File: src/rtl/ctrl_pkg.sv
// Shared state encoding, opcode map and datapath selector constants for the
// multi-cycle control unit.
package ctrl_pkg;

  typedef enum logic [3:0] {
    FETCH    = 4'd0,
    DECODE   = 4'd1,
    EXEC_R   = 4'd2,
    EXEC_I   = 4'd3,
    WB_ALU   = 4'd4,
    BRANCH   = 4'd5,
    JUMP     = 4'd6,
    MEM_ADDR = 4'd7,
    MEM_RD   = 4'd8,
    MEM_WB   = 4'd9,
    MEM_WR   = 4'd10
  } state_t;

  // Opcodes are held zero-extended to 32 bits so the compares work for any OP_W.
  localparam logic [31:0] OPC_RTYPE  = 32'h00;
  localparam logic [31:0] OPC_IMM_01 = 32'h01;
  localparam logic [31:0] OPC_IMM_07 = 32'h07;
  localparam logic [31:0] OPC_IMM_04 = 32'h04;
  localparam logic [31:0] OPC_IMM_0A = 32'h0A;
  localparam logic [31:0] OPC_BR_03  = 32'h03;
  localparam logic [31:0] OPC_BR_06  = 32'h06;
  localparam logic [31:0] OPC_BR_09  = 32'h09;
  localparam logic [31:0] OPC_LOAD   = 32'h23;
  localparam logic [31:0] OPC_STORE  = 32'h2B;
  localparam logic [31:0] OPC_JUMP   = 32'h02;

  localparam int unsigned ALU_ADD = 1;

  localparam logic [1:0] SRCB_REG    = 2'd0;
  localparam logic [1:0] SRCB_FOUR   = 2'd1;
  localparam logic [1:0] SRCB_IMM    = 2'd2;
  localparam logic [1:0] SRCB_IMM_SH = 2'd3;

  function automatic logic is_alu_imm(input logic [31:0] op);
    return (op == OPC_IMM_01) || (op == OPC_IMM_07) ||
           (op == OPC_IMM_04) || (op == OPC_IMM_0A);
  endfunction

  function automatic logic is_branch(input logic [31:0] op);
    return (op == OPC_BR_03) || (op == OPC_BR_06) || (op == OPC_BR_09);
  endfunction

endpackage

File: src/rtl/mem_watchdog.sv
// Counts cycles spent waiting on mem_ready and flags expiry after TIMEOUT
// wait cycles; TIMEOUT = 0 never expires.
module mem_watchdog #(
  parameter int TIMEOUT = 16
) (
  input  logic clk,
  input  logic reset,
  input  logic start,
  input  logic active,
  input  logic ready,
  output logic expired
);

  localparam int CW = (TIMEOUT > 0) ? $clog2(TIMEOUT + 1) : 1;
  localparam logic [CW-1:0] LAST = (TIMEOUT > 0) ? CW'(TIMEOUT - 1) : '0;

  logic [CW-1:0] cnt;

  assign expired = (TIMEOUT > 0) && active && !ready && (cnt == LAST);

  always_ff @(posedge clk) begin
    if (reset || start || expired) begin
      cnt <= '0;
    end else if (active && !ready) begin
      cnt <= cnt + 1'b1;
    end
  end

endmodule

File: src/rtl/multicycle_control_unit.sv
// Multi-cycle datapath sequencer: fetch/decode/execute/memory/write-back with
// handshaked memory, a wait watchdog and illegal-opcode reporting.
//
// state    | meaning
// ---------+--------------------------------------------------
// FETCH    | read instruction at PC, load IR and PC+4 on ready
// DECODE   | latch opcode, precompute branch target
// EXEC_R   | ALU on A op B
// EXEC_I   | ALU on A op sign-extended immediate
// WB_ALU   | write ALUOut to register file
// BRANCH   | compare A/B, load PC from ALUOut if zero
// JUMP     | load PC with jump target
// MEM_ADDR | compute A + immediate effective address
// MEM_RD   | read memory at ALUOut into MDR
// MEM_WB   | write MDR to register file
// MEM_WR   | write B to memory at ALUOut
module multicycle_control_unit
  import ctrl_pkg::*;
#(
  parameter int OP_W        = 6,
  parameter int ALUOP_W     = 6,
  parameter int MEM_TIMEOUT = 16
) (
  input  logic               clk,
  input  logic               reset,
  input  logic [OP_W-1:0]    instruccion,
  input  logic               mem_ready,
  output logic               PCWrite,
  output logic               Branch,
  output logic               jump,
  output logic               IorD,
  output logic               MemRead,
  output logic               MemWrite,
  output logic               IRWrite,
  output logic               MemtoReg,
  output logic               RegDst,
  output logic               RegWrite,
  output logic               ALUSrcA,
  output logic [1:0]         ALUSrcB,
  output logic [ALUOP_W-1:0] ALUOP,
  output logic               instr_done,
  output logic               illegal_op,
  output logic               mem_fault
);

  state_t          state, state_next;
  logic [OP_W-1:0] op_q;
  logic [31:0]     op_in, op_reg;
  logic            wd_start, wd_active, wd_expired;

  assign op_in     = 32'(instruccion);
  assign op_reg    = 32'(op_q);
  assign wd_active = (state == FETCH) || (state == MEM_RD) || (state == MEM_WR);
  assign wd_start  = (state_next != state);

  mem_watchdog #(.TIMEOUT(MEM_TIMEOUT)) u_watchdog (
    .clk     (clk),
    .reset   (reset),
    .start   (wd_start),
    .active  (wd_active),
    .ready   (mem_ready),
    .expired (wd_expired)
  );

  always_ff @(posedge clk) begin
    if (reset) begin
      state <= FETCH;
      op_q  <= '0;
    end else begin
      state <= state_next;
      if (state == DECODE) op_q <= instruccion;
    end
  end

  always_comb begin
    state_next = state;
    PCWrite    = 1'b0;
    Branch     = 1'b0;
    jump       = 1'b0;
    IorD       = 1'b0;
    MemRead    = 1'b0;
    MemWrite   = 1'b0;
    IRWrite    = 1'b0;
    MemtoReg   = 1'b0;
    RegDst     = 1'b0;
    RegWrite   = 1'b0;
    ALUSrcA    = 1'b0;
    ALUSrcB    = SRCB_REG;
    ALUOP      = '0;
    instr_done = 1'b0;
    illegal_op = 1'b0;
    mem_fault  = 1'b0;

    case (state)
      FETCH: begin
        MemRead = 1'b1;
        ALUSrcB = SRCB_FOUR;
        ALUOP   = ALUOP_W'(ALU_ADD);
        if (mem_ready) begin
          IRWrite    = 1'b1;
          PCWrite    = 1'b1;
          state_next = DECODE;
        end else if (wd_expired) begin
          mem_fault  = 1'b1;
          state_next = FETCH;
        end
      end
      DECODE: begin
        ALUSrcB = SRCB_IMM_SH;
        ALUOP   = ALUOP_W'(ALU_ADD);
        if (op_in == OPC_RTYPE)                           state_next = EXEC_R;
        else if (is_alu_imm(op_in))                       state_next = EXEC_I;
        else if (is_branch(op_in))                        state_next = BRANCH;
        else if (op_in == OPC_JUMP)                       state_next = JUMP;
        else if (op_in == OPC_LOAD || op_in == OPC_STORE) state_next = MEM_ADDR;
        else begin
          illegal_op = 1'b1;
          state_next = FETCH;
        end
      end
      EXEC_R: begin
        ALUSrcA    = 1'b1;
        ALUSrcB    = SRCB_REG;
        ALUOP      = ALUOP_W'(op_q);
        state_next = WB_ALU;
      end
      EXEC_I: begin
        ALUSrcA    = 1'b1;
        ALUSrcB    = SRCB_IMM;
        ALUOP      = ALUOP_W'(op_q);
        state_next = WB_ALU;
      end
      WB_ALU: begin
        RegWrite   = 1'b1;
        RegDst     = (op_reg != OPC_RTYPE);
        instr_done = 1'b1;
        state_next = FETCH;
      end
      BRANCH: begin
        ALUSrcA    = 1'b1;
        ALUSrcB    = SRCB_REG;
        ALUOP      = ALUOP_W'(op_q);
        Branch     = 1'b1;
        instr_done = 1'b1;
        state_next = FETCH;
      end
      JUMP: begin
        jump       = 1'b1;
        PCWrite    = 1'b1;
        instr_done = 1'b1;
        state_next = FETCH;
      end
      MEM_ADDR: begin
        ALUSrcA    = 1'b1;
        ALUSrcB    = SRCB_IMM;
        ALUOP      = ALUOP_W'(ALU_ADD);
        state_next = (op_reg == OPC_LOAD) ? MEM_RD : MEM_WR;
      end
      MEM_RD: begin
        MemRead = 1'b1;
        IorD    = 1'b1;
        if (mem_ready) begin
          state_next = MEM_WB;
        end else if (wd_expired) begin
          mem_fault  = 1'b1;
          state_next = FETCH;
        end
      end
      MEM_WB: begin
        RegWrite   = 1'b1;
        MemtoReg   = 1'b1;
        RegDst     = 1'b1;
        instr_done = 1'b1;
        state_next = FETCH;
      end
      MEM_WR: begin
        MemWrite = 1'b1;
        IorD     = 1'b1;
        if (mem_ready) begin
          instr_done = 1'b1;
          state_next = FETCH;
        end else if (wd_expired) begin
          mem_fault  = 1'b1;
          state_next = FETCH;
        end
      end
      default: state_next = FETCH;
    endcase

    // Reset silences every control line, including the one-cycle pulses.
    if (reset) begin
      PCWrite    = 1'b0;
      Branch     = 1'b0;
      jump       = 1'b0;
      IorD       = 1'b0;
      MemRead    = 1'b0;
      MemWrite   = 1'b0;
      IRWrite    = 1'b0;
      MemtoReg   = 1'b0;
      RegDst     = 1'b0;
      RegWrite   = 1'b0;
      ALUSrcA    = 1'b0;
      ALUSrcB    = SRCB_REG;
      ALUOP      = '0;
      instr_done = 1'b0;
      illegal_op = 1'b0;
      mem_fault  = 1'b0;
    end
  end

endmodule
File: config.mk
export PLATFORM = sky130hd
export DESIGN_NAME = multicycle_control_unit
export DESIGN_NICKNAME = d
export VERILOG_FILES = /design/src/rtl/ctrl_pkg.sv /design/src/rtl/mem_watchdog.sv /design/src/rtl/multicycle_control_unit.sv
export SDC_FILE = /design/constraint.sdc
export NUM_CORES = 1
export LEC_CHECK = 0
export BUFFER_PORTS_ARGS = -buffer_cell sky130_fd_sc_hd__buf_2
export CORE_MARGIN = 2
export CORE_UTILIZATION = 50
export CTS_BUF_LIST = sky130_fd_sc_hd__clkbuf_4 sky130_fd_sc_hd__clkbuf_8
export CTS_CLUSTER_DIAMETER = 200
export DETAILED_ROUTE_END_ITERATION = 10
export GPL_TIMING_DRIVEN = 0
export PLACE_DENSITY = 0.76
export SYNTH_ARGS = -nofsm -noshare
export SYNTH_HDL_FRONTEND = slang
export SYNTH_SLANG_ARGS = --single-unit
File: constraint.sdc
create_clock -name clk -period 2.55 [get_ports clk]
set_input_delay 0.6375 -clock clk [delete_from_list [all_inputs] [get_ports clk]]
set_output_delay 0.6375 -clock clk [all_outputs]
set_load 0.005 [all_outputs]
* Word level (Yosys, flattened, before mapping)
Index checks and enable logic that the tools add are counted.
Word-level totals: register bits 15, word-level logic and storage cells 104, output and inout bits 22
Cells by class: equal/unequal tests 23, $add $sub $neg 1, reductions and logical operators 26, muxes and demuxes 51
Operators with widths (number):
- 2-to-1 mux 1 bit | 33
- zero test 32 bit | 1
- nonzero test 32 bit | 1
- case mux 4 bit (6 select lines) | 1
- == test 6 x 3 -> 1 bit, second input constant | 3
- == test 6 bit, second input constant | 3
- == test 4 x 3 -> 1 bit, second input constant | 4
- 2-to-1 mux 4 bit | 4
- 2-to-1 mux 3 bit | 5
- == test 4 bit, second input constant | 3
- == test 6 x 2 -> 1 bit, second input constant | 2
- == test 6 x 4 -> 1 bit, second input constant | 2
- case mux 6 bit (2 select lines) | 1
- logical OR 1 bit | 10
- OR reduction 2 bit | 5
- OR reduction 3 bit | 3
- == test 4 x 2 -> 1 bit, second input constant | 2
- OR reduction 4 bit | 2
- == test 6 x 1 -> 1 bit, second input constant | 1
- 2-to-1 mux 6 bit | 1
- case mux 1 bit (2 select lines) | 3
- case mux 2 bit (3 select lines) | 1
- adder 5 x 1 -> 5 bit, second input constant | 1
- == test 5 x 4 -> 1 bit, second input constant | 1
- other kinds (6) | 8

* Depth between registers and ports, before layout
Gate-level depths: netlist of run 1.
depth after elaboration 11, mapped depth 8, mapped depth without buffers 8

* Hierarchy
Synthesis of run 1 repeated with hierarchy kept, for this count alone.
Unflattened totals: cell total of the unflattened synthesis 174, area, all modules 1217.4 um^2
Modules (own cells, without submodules):
- multicycle_control_unit | cells each 147, seq. area each 200.2 um^2, area an instance 954.7 um^2, times used 1
- mem_watchdog | cells each 27, seq. area each 100.1 um^2, area an instance 262.8 um^2, times used 1

* Least setup slack after synthesis of run 1
No wires, ideal clock.
path type input port to output port, from in instruccion[0], to out illegal_op, stages on the path 5, buffers on the path 1, path slack 242 ps, arrival 1670 ps, required time 1913 ps, cells stage by stage clkbuf_1 > nor3b_1 > a211o_1 > a31o_1 > nor3b_1
On the way: word-level cells in the longest chain between the ends 9, elaborated cells between the ends (all ways) 24
RTL lines:
- start: declaration | RTL line multicycle_control_unit.sv:26 | input logic [OP_W-1:0] instruccion,
- == test 6 bit | RTL line multicycle_control_unit.sv:115 | else if (op_in == OPC_LOAD || op_in == OPC_STORE) state_next = MEM_ADDR;
- logical OR 1 bit | RTL line multicycle_control_unit.sv:115
- 2-to-1 mux 1 bit | RTL line multicycle_control_unit.sv:115
- 2-to-1 mux 1 bit | RTL line multicycle_control_unit.sv:114 | else if (op_in == OPC_JUMP) state_next = JUMP;
- 2-to-1 mux 1 bit | RTL line multicycle_control_unit.sv:113 | else if (is_branch(op_in)) state_next = BRANCH;
- 2-to-1 mux 1 bit | RTL line multicycle_control_unit.sv:112 | else if (is_alu_imm(op_in)) state_next = EXEC_I;
- 2-to-1 mux 1 bit * | RTL line multicycle_control_unit.sv:111 | if (op_in == OPC_RTYPE) state_next = EXEC_R;
- 2-to-1 mux 1 bit * | RTL line multicycle_control_unit.sv:94 | case (state)
- 2-to-1 mux 1 bit * | RTL line multicycle_control_unit.sv:191 | if (reset) begin
- end: declaration | RTL line multicycle_control_unit.sv:42 | output logic illegal_op,
Mark *: on every way between the ends. The rest lies on a longest branch, timed or not.

* Worst setup path after layout of run 1
from reg state[3], to out illegal_op
On the way: word-level cells in the longest chain between the ends 3
RTL lines:
- start: declaration | RTL line multicycle_control_unit.sv:46 | state_t state, state_next;
- start signal: assignment | RTL line multicycle_control_unit.sv:70 | state <= state_next;
- == test 4 x 1 -> 1 bit | RTL line multicycle_control_unit.sv:94
- 2-to-1 mux 1 bit | RTL line multicycle_control_unit.sv:94
- 2-to-1 mux 1 bit | RTL line multicycle_control_unit.sv:191
Every way passes these cells.

==> key figures, run 1 <==
Status
  • Status: completed

Finish
  • Final instance area: 1480 sq um
  • Final cell count without fillers: 222
  • # diodes: 0
  • Final core utilization: 0.656
  • NumNets Final: 206
  • Layout area overhead: 21.9%
  • Layout cells sized above 1: 0.299

Synthesis
  • Net count after synthesis: 172
  • Largest family of logic cells by synthesized area: simple AND/OR/NAND/NOR gates
  • Ys async rst share: 0
  • Cell Area, Synth: 1210 sq um
  • Post-synth top area share: 0.247
  • Ys Warns: 0
  • Sequential fraction of the synthesis area: 0.247
  • Post-synth EDFFs: 0
  • #FFs+latches synth: 15
  • Mux contribution to synthesized area: 0.0247
  • Post-Synthesis Cells: 161
  • Top cell type by total area after synthesis: dfxtp_1
  • Main synth FF type: dfxtp_1
  • Count leader, synth: nand2_1
  • XOR/XNOR Fraction of Synth Area: 0.0289
  • Largest cells by area after synthesis: dfxtp_1, a21oi_1, nand2_1, nor3_2, nor4_1
  • Post-synth top cells: nand2_1, dfxtp_1, a21oi_1, nor2_1
  • Synth Area in Adders: 0.0206
  • Avg Synthesized Cell Area: 7.54 sq um
  • Simple-Gate Fraction of Synth Area: 0.404
  • Synth Area in Compound Gates: 0.215
  • Count of cell types in the netlist: 45

Timing
  • Transition time at the pin with the least slew margin: 692 ps
  • F_max: 402 MHz
  • Final cycle utilization of the critical path: 0.975
  • Final min period: 2490 ps
  • Slew margin rel.: 0.534
  • Final hold slack: 474 ps
  • Slew Limit Fails: 0
  • Final setup fails: 0
  • Final Hold Viols: 0
  • Final TNS setup: 0 ps
  • RSZ-0062 raised after global routing: yes
  • Final clock skew: 9.01 ps

Power and ir drop
  • P_int: 348 uW
  • Sequential power share: 0.489
  • Comb power frac: 0.241
  • Leakage: 0.606 nW
  • NetSw: 159 uW
  • Switching Share: 0.313
  • VDD IR-drop max: 0.236 mV
  • Pwr dens: 343 nW/um^2
  • Clock power share: 0.270

Routing
  • DR iter-0 viols: 63
  • Avg WL per Cell: 14.6 microns
  • ANT nets after route: 0
  • Via count: 1343
  • Drt total wl: 3250 microns
  • Drc violations: 0
  • Pre-antenna DRT Iters: 4
  • Routed vias/inst: 6.05

Placement
  • Routability cong.: 0.849
  • Final HPWL DP: 2410 microns
  • Port buffer count: 29
  • Dpl cells: 218
  • Dpl cell area: 1390 sq um

GRT
  • First-pass GRT wire length: 5280 microns
  • Initial antenna violation count: 0
  • Global route total overflow: 0
  • Vias in the first global route: 1159
  • Largest net degree at the start of global routing: 13
  • Tot GR Track Use: 0.255

CTS
  • CTS Buffer Depth: 2
  • CTS tree: done
  • Worst-Skew Late Latency: 290 ps
  • Inserted Clock Buffers: 3
  • H-tree depth: 1
  • Root Buffer: clkbuf_4
  • Clock slew at reported path FFs: 90 ps
  • Clock Sinks: 15
  • Hold_buf cts: 0

Floorplan
  • Starting Density: 0.538
  • Die ar.: 2840 sq um
  • Die Width: 53.3 microns
  • Site row count: 17
  • I/O pins: 31
  • Core ar.: 2250 sq um
  • Die Ht: 53.3 microns

Hold path
  • Hold WC Path Type: reg2reg
  • Worst hold start: op_q[4]
  • Hold depth: 2
  • Hold worst-path end: op_q[4]

Worst setup path
  • Worst r2r dst: u_watchdog.cnt[2]
  • Crit path max fanout: 2
  • Worst Path Arrival: 1850 ps
  • Crit start category: flop
  • Worst r2r src: state[3]
  • Type of the worst setup path: reg2out
  • R2R depth: 5
  • Reg2Reg Setup Slack: 550 ps
  • Worst EP required: 1910 ps
  • CP Capture Type: output pin

Flow run
  • Max Cap Viol: 0
-- stage by stage --
stage / power (mW) / worst slack (ps)
CTS: 0.511 / -53.4
global route: 0.534 / -7.05
finish: 0.507 / 62.7
floorplan: 0.333 / 242
detailed placement: 0.369 / -85.2
global placement: 0.364 / -5.25
-- power by group through the flow --
stage | Sequential (mW) | Clock, mW | Combinational (mW)
floorplan | 0.252 | 0 | 0.0812
global placement | 0.254 | 0 | 0.110
detailed placement | 0.254 | 0 | 0.114
CTS | 0.248 | 0.142 | 0.121
global route | 0.249 | 0.150 | 0.134
finish | 0.248 | 0.137 | 0.122
-- what timing repair did --
item                       4_1_cts  5_1_grt
buffers inserted                 3        0
resized for setup               10       14
setup endpoints to repair        7       11
pin swaps                        1        2
-- layout make-up --
type	instances	area (sq um)
multi-input combinational	128	870
fill	228	776
sequential	15	309
timing repair buffer	32	168
buffer	10	51.3
tap	28	35.0
clock buffer	3	22.5
inverter	5	18.8
clock inverter	1	5.00
-- cells by family after synthesis --
group,count (synthesis)
multiplexers,3
AND/OR/NAND/NOR,82
XOR/XNOR,4
AO/OA/AOI/OAI,37
buffers and inverters,18
adder cells (fa/ha/maj),2
flip-flops,15
-- sequential cells by signal (all words and copies together), names as in the netlist --
name and flops:
op_q 6, u_watchdog.cnt 5, state 4
-- how the worst max path moves through the flow --
stage,start,end,cells after the start,slack [ps]
2_1_floorplan,instruccion[0],illegal_op,5,240
3_3_place_gp,instruccion[3],illegal_op,7,-5
3_5_place_dp,instruccion[3],illegal_op,7,-90
4_1_cts,state[3],illegal_op,6,-50
5_1_grt,state[3],illegal_op,5,-7
6_report,state[3],illegal_op,5,60
-- cell usage in the layout (no fill, tap or decap), types with 3 or more instances in the layout --
cell type and n:
buf_2 29, nand2_1 16, a21oi_1 14, dfxtp_1 12
nor2_1 10, nor4_1 8, and2_1 6, nor3_1 6
nand2b_1 5, inv_1 5, nor3b_1 5, buf_4 5
nor3_2 5, clkbuf_4 4, nor2b_1 4, clkbuf_1 3
a211o_1 3, nand3_1 3, mux2i_1 3
-- critical path, stage by stage (launching register included) --
cell and delay [ps]:
dfxtp_4 350, or4b_4 530, a21o_1 190, a31o_1 210, nor3b_2 140, buf_2 130
-- metal layers --
| layer | up-vias | track usage | share of wire |
|---|---|---|---|
| met5 | - | 0 | 0 |
| met4 | 0 | 0.103 | 0.016 |
| met3 | 5 | 0.0254 | 0.052 |
| met2 | 44 | 0.447 | 0.47 |
| met1 | 626 | 0.316 | 0.46 |
| li1 | 668 | - | - |
Power figures use the tool's default switching activity.
==> run 2, diff against run 1 <==
--- a/config.mk
+++ b/config.mk
@@ -6,13 +6,15 @@
 export NUM_CORES = 1
 export LEC_CHECK = 0
 export BUFFER_PORTS_ARGS = -buffer_cell sky130_fd_sc_hd__buf_2
+export CELL_PAD_IN_SITES_DETAIL_PLACEMENT = 1
+export CELL_PAD_IN_SITES_GLOBAL_PLACEMENT = 2
 export CORE_MARGIN = 2
-export CORE_UTILIZATION = 50
+export CORE_UTILIZATION = 30
 export CTS_BUF_LIST = sky130_fd_sc_hd__clkbuf_4 sky130_fd_sc_hd__clkbuf_8
 export CTS_CLUSTER_DIAMETER = 200
 export DETAILED_ROUTE_END_ITERATION = 10
 export GPL_TIMING_DRIVEN = 0
-export PLACE_DENSITY = 0.76
+export PLACE_DENSITY_LB_ADDON = 0.1
 export SYNTH_ARGS = -nofsm -noshare
 export SYNTH_HDL_FRONTEND = slang
 export SYNTH_SLANG_ARGS = --single-unit
==> key figures, run 2 (synthesized netlist as in run 1, its figures left out) <==
Worst setup path
  • Max incr delay on CP: 260 ps (was 530 ps)
  • Worst EP required: 1910 ps (about the same)
  • Family with the most delay on the worst path: buffers and inverters (was simple AND/OR/NAND/NOR gates)
  • CP Capture Type: output pin (unchanged)
  • WP depth: 7 (was 5)
  • Worst path cell trace: buf_2 -> buf_4 -> nor4bb_1 -> o21ai_0 -> a21o_1 -> nor3b_2 -> buf_2 (was or4b_4 -> a21o_1 -> a31o_1 -> nor3b_2 -> buf_2)
  • CP bufs+invs: 3 (was 1)
  • Slowest cell on the critical path: nor4bb_1 (was or4b_4)
  • R2R depth: 7 (was 5)
  • Worst Path Arrival: 1860 ps (was 1850 ps)
  • Crit path max fanout: 10 (was 2)
  • Crit start category: input port (was flop)
  • Type of the worst setup path: in2out (was reg2out)
  • Top cell by count, worst path: buf_2

GRT
  • GR Util met3: 0.0350 (was 0.0254)
  • Tot GR Track Use: 0.177 (was 0.255)
  • Initial antenna violation count: 0 (unchanged)
  • GR Util met2: 0.327 (was 0.447)
  • Vias in the first global route: 1308 (was 1159)
  • Gr busiest metal: met2 (unchanged)
  • First-pass GRT wire length: 6150 microns (was 5280 microns)
  • Global route total overflow: 0 (unchanged)
  • Largest net degree at the start of global routing: 11 (was 13)
  • M1 GR Usage: 0.207 (was 0.316)

Timing
  • F_max: 400 MHz (was 402 MHz)
  • Final setup fails: 0 (unchanged)
  • Final cycle utilization of the critical path: 0.980 (was 0.975)
  • Final Hold Viols: 0 (unchanged)
  • Final clock skew: 3.83 ps (was 9.01 ps)
  • Final min period: 2500 ps (was 2490 ps)
  • RSZ-0062 raised after global routing: no (was yes)
  • Final WS setup: 51.7 ps (was 62.7 ps)
  • Transition time at the pin with the least slew margin: 750 ps (was 692 ps)
  • Slew margin rel.: 0.495 (was 0.534)
  • Slew Limit Fails: 0 (unchanged)
  • Final TNS setup: 0 ps (unchanged)

Floorplan
  • I/O pins: 31 (unchanged)
  • Die Width: 67.6 microns (was 53.3 microns)
  • Starting Density: 0.308 (was 0.538)
  • Site row count: 23 (was 17)
  • Die ar.: 4570 sq um (was 2840 sq um)
  • Core ar.: 3940 sq um (was 2250 sq um)
  • Die Ht: 67.6 microns (was 53.3 microns)

Finish
  • Largest Register: op_q (unchanged)
  • Final cell count without fillers: 246 (was 222)
  • Sequential Area: 305 sq um (was 309 sq um)
  • Final instance area: 1520 sq um (was 1480 sq um)
  • Biggest regs: op_q: 6 flops, u_watchdog.cnt: 5 flops, state: 4 flops (unchanged)
  • Final core utilization: 0.386 (was 0.656)
  • Most common cell after layout, fill and taps aside: buf_2 (unchanged)
  • Layout cells sized above 1: 0.301 (was 0.299)
  • Area occupied by multi-input gates: 858 sq um (was 870 sq um)
  • Most frequent cells in the layout: buf_2, nand2_1, a21oi_1, dfxtp_1, nor2_1 (unchanged)
  • Layout area overhead: 25.5% (was 21.9%)
  • # fillers: 506 (was 228)
  • Number of flip-flops in the largest register: 6 (unchanged)
  • # diodes: 0 (unchanged)
  • NumNets Final: 208 (was 206)

CTS
  • H-tree depth: 1 (unchanged)
  • Hold_buf cts: 0 (unchanged)
  • CTS Buffer Depth: 2 (unchanged)
  • Worst-Skew Late Latency: 240 ps (was 290 ps)
  • Clock slew at reported path FFs: 60 ps (was 90 ps)
  • CTS tree: done (unchanged)
  • Clock Sinks: 15 (unchanged)
  • Root Buffer: clkbuf_8 (was clkbuf_4)
  • Inserted Clock Buffers: 3 (unchanged)

Routing
  • DR iter-0 viols: 43 (was 63)
  • Avg WL per Cell: 15.0 microns (was 14.6 microns)
  • Via count: 1316 (was 1343)
  • Pre-antenna DRT Iters: 4 (unchanged)
  • ANT nets after route: 0 (unchanged)
  • Routed vias/inst: 5.35 (was 6.05)
  • Drt total wl: 3700 microns (was 3250 microns)
  • Drc violations: 0 (unchanged)

Placement
  • Routability cong.: 0.796 (was 0.849)
  • Port buffer count: 29 (unchanged)
  • Final HPWL DP: 2930 microns (was 2410 microns)
  • Place WS: -105 ps (was -85.2 ps)
  • Dpl cells: 240 (was 218)
  • Dpl cell area: 1420 sq um (was 1390 sq um)

Flow run
  • Max Cap Viol: 0 (unchanged)

Status
  • Status: completed (unchanged)

Power and ir drop
  • Pwr dens: 370 nW/um^2 (was 343 nW/um^2)
  • Leakage: 0.620 nW (was 0.606 nW)
  • VDD IR-drop max: 0.249 mV (was 0.236 mV)

Hold path
  • Hold WC Path Type: reg2reg (unchanged)
  • Hold depth: 2 (unchanged)
-- run 2: where the power goes --
| group | leakage, nW | switching [mW] | total [mW] | internal, mW |
|---|---|---|---|---|
| clock network | 0.0255 | 0.0800 | 0.188 | 0.108 |
| registers | 0.123 | 0.00710 | 0.248 | 0.241 |
| logic | 0.471 | 0.0753 | 0.128 | 0.0524 |
-- run 2: cell type report --
class / count / share of cell area
Tap cell: 50 / 0.0411
Buffer: 10 / 0.0320
Timing Repair Buffer: 34 / 0.120
Sequential cell: 15 / 0.200
Clock buffer: 3 / 0.0271
Multi-Input combinational cell: 128 / 0.564
Inverter: 5 / 0.0123
Clock inverter: 1 / 0.00329
-- run 2: final timing paths --
path,from,endpoint,slack [ps]
min reg2reg,op_q[2],op_q[2],470
min,op_q[2],op_q[2],470
max reg2reg,state[3],u_watchdog.cnt[4],400
max,instruccion[1],illegal_op,50
-- run 2: stage by stage --
step	hold slack (ps)	total power, mW
after detailed placement	467	0.374
after floorplan	439	0.333
final	473	0.564
after CTS	476	0.572
after global routing	512	0.598
after global placement	462	0.370
-- run 2: metal layers --
layer	routed length, microns	vias up
met2	1910	16
li1	-	664
met1	1670	634
met4	11	0
met3	99	2
met5	0	-
-- run 2: what timing repair did --
item,CTS,global route
pin swaps,0,2
gates resized for setup,10,10
buffers inserted,1,4
endpoints found under the setup margin,7,10
-- run 2: worst register-to-register path, delay by kind of cell, from the launching register on --
kind | cells | cell delay (ps)
compound gates | 3 | 760
simple gates | 2 | 650
flops | 1 | 360
buf+inv | 2 | 260
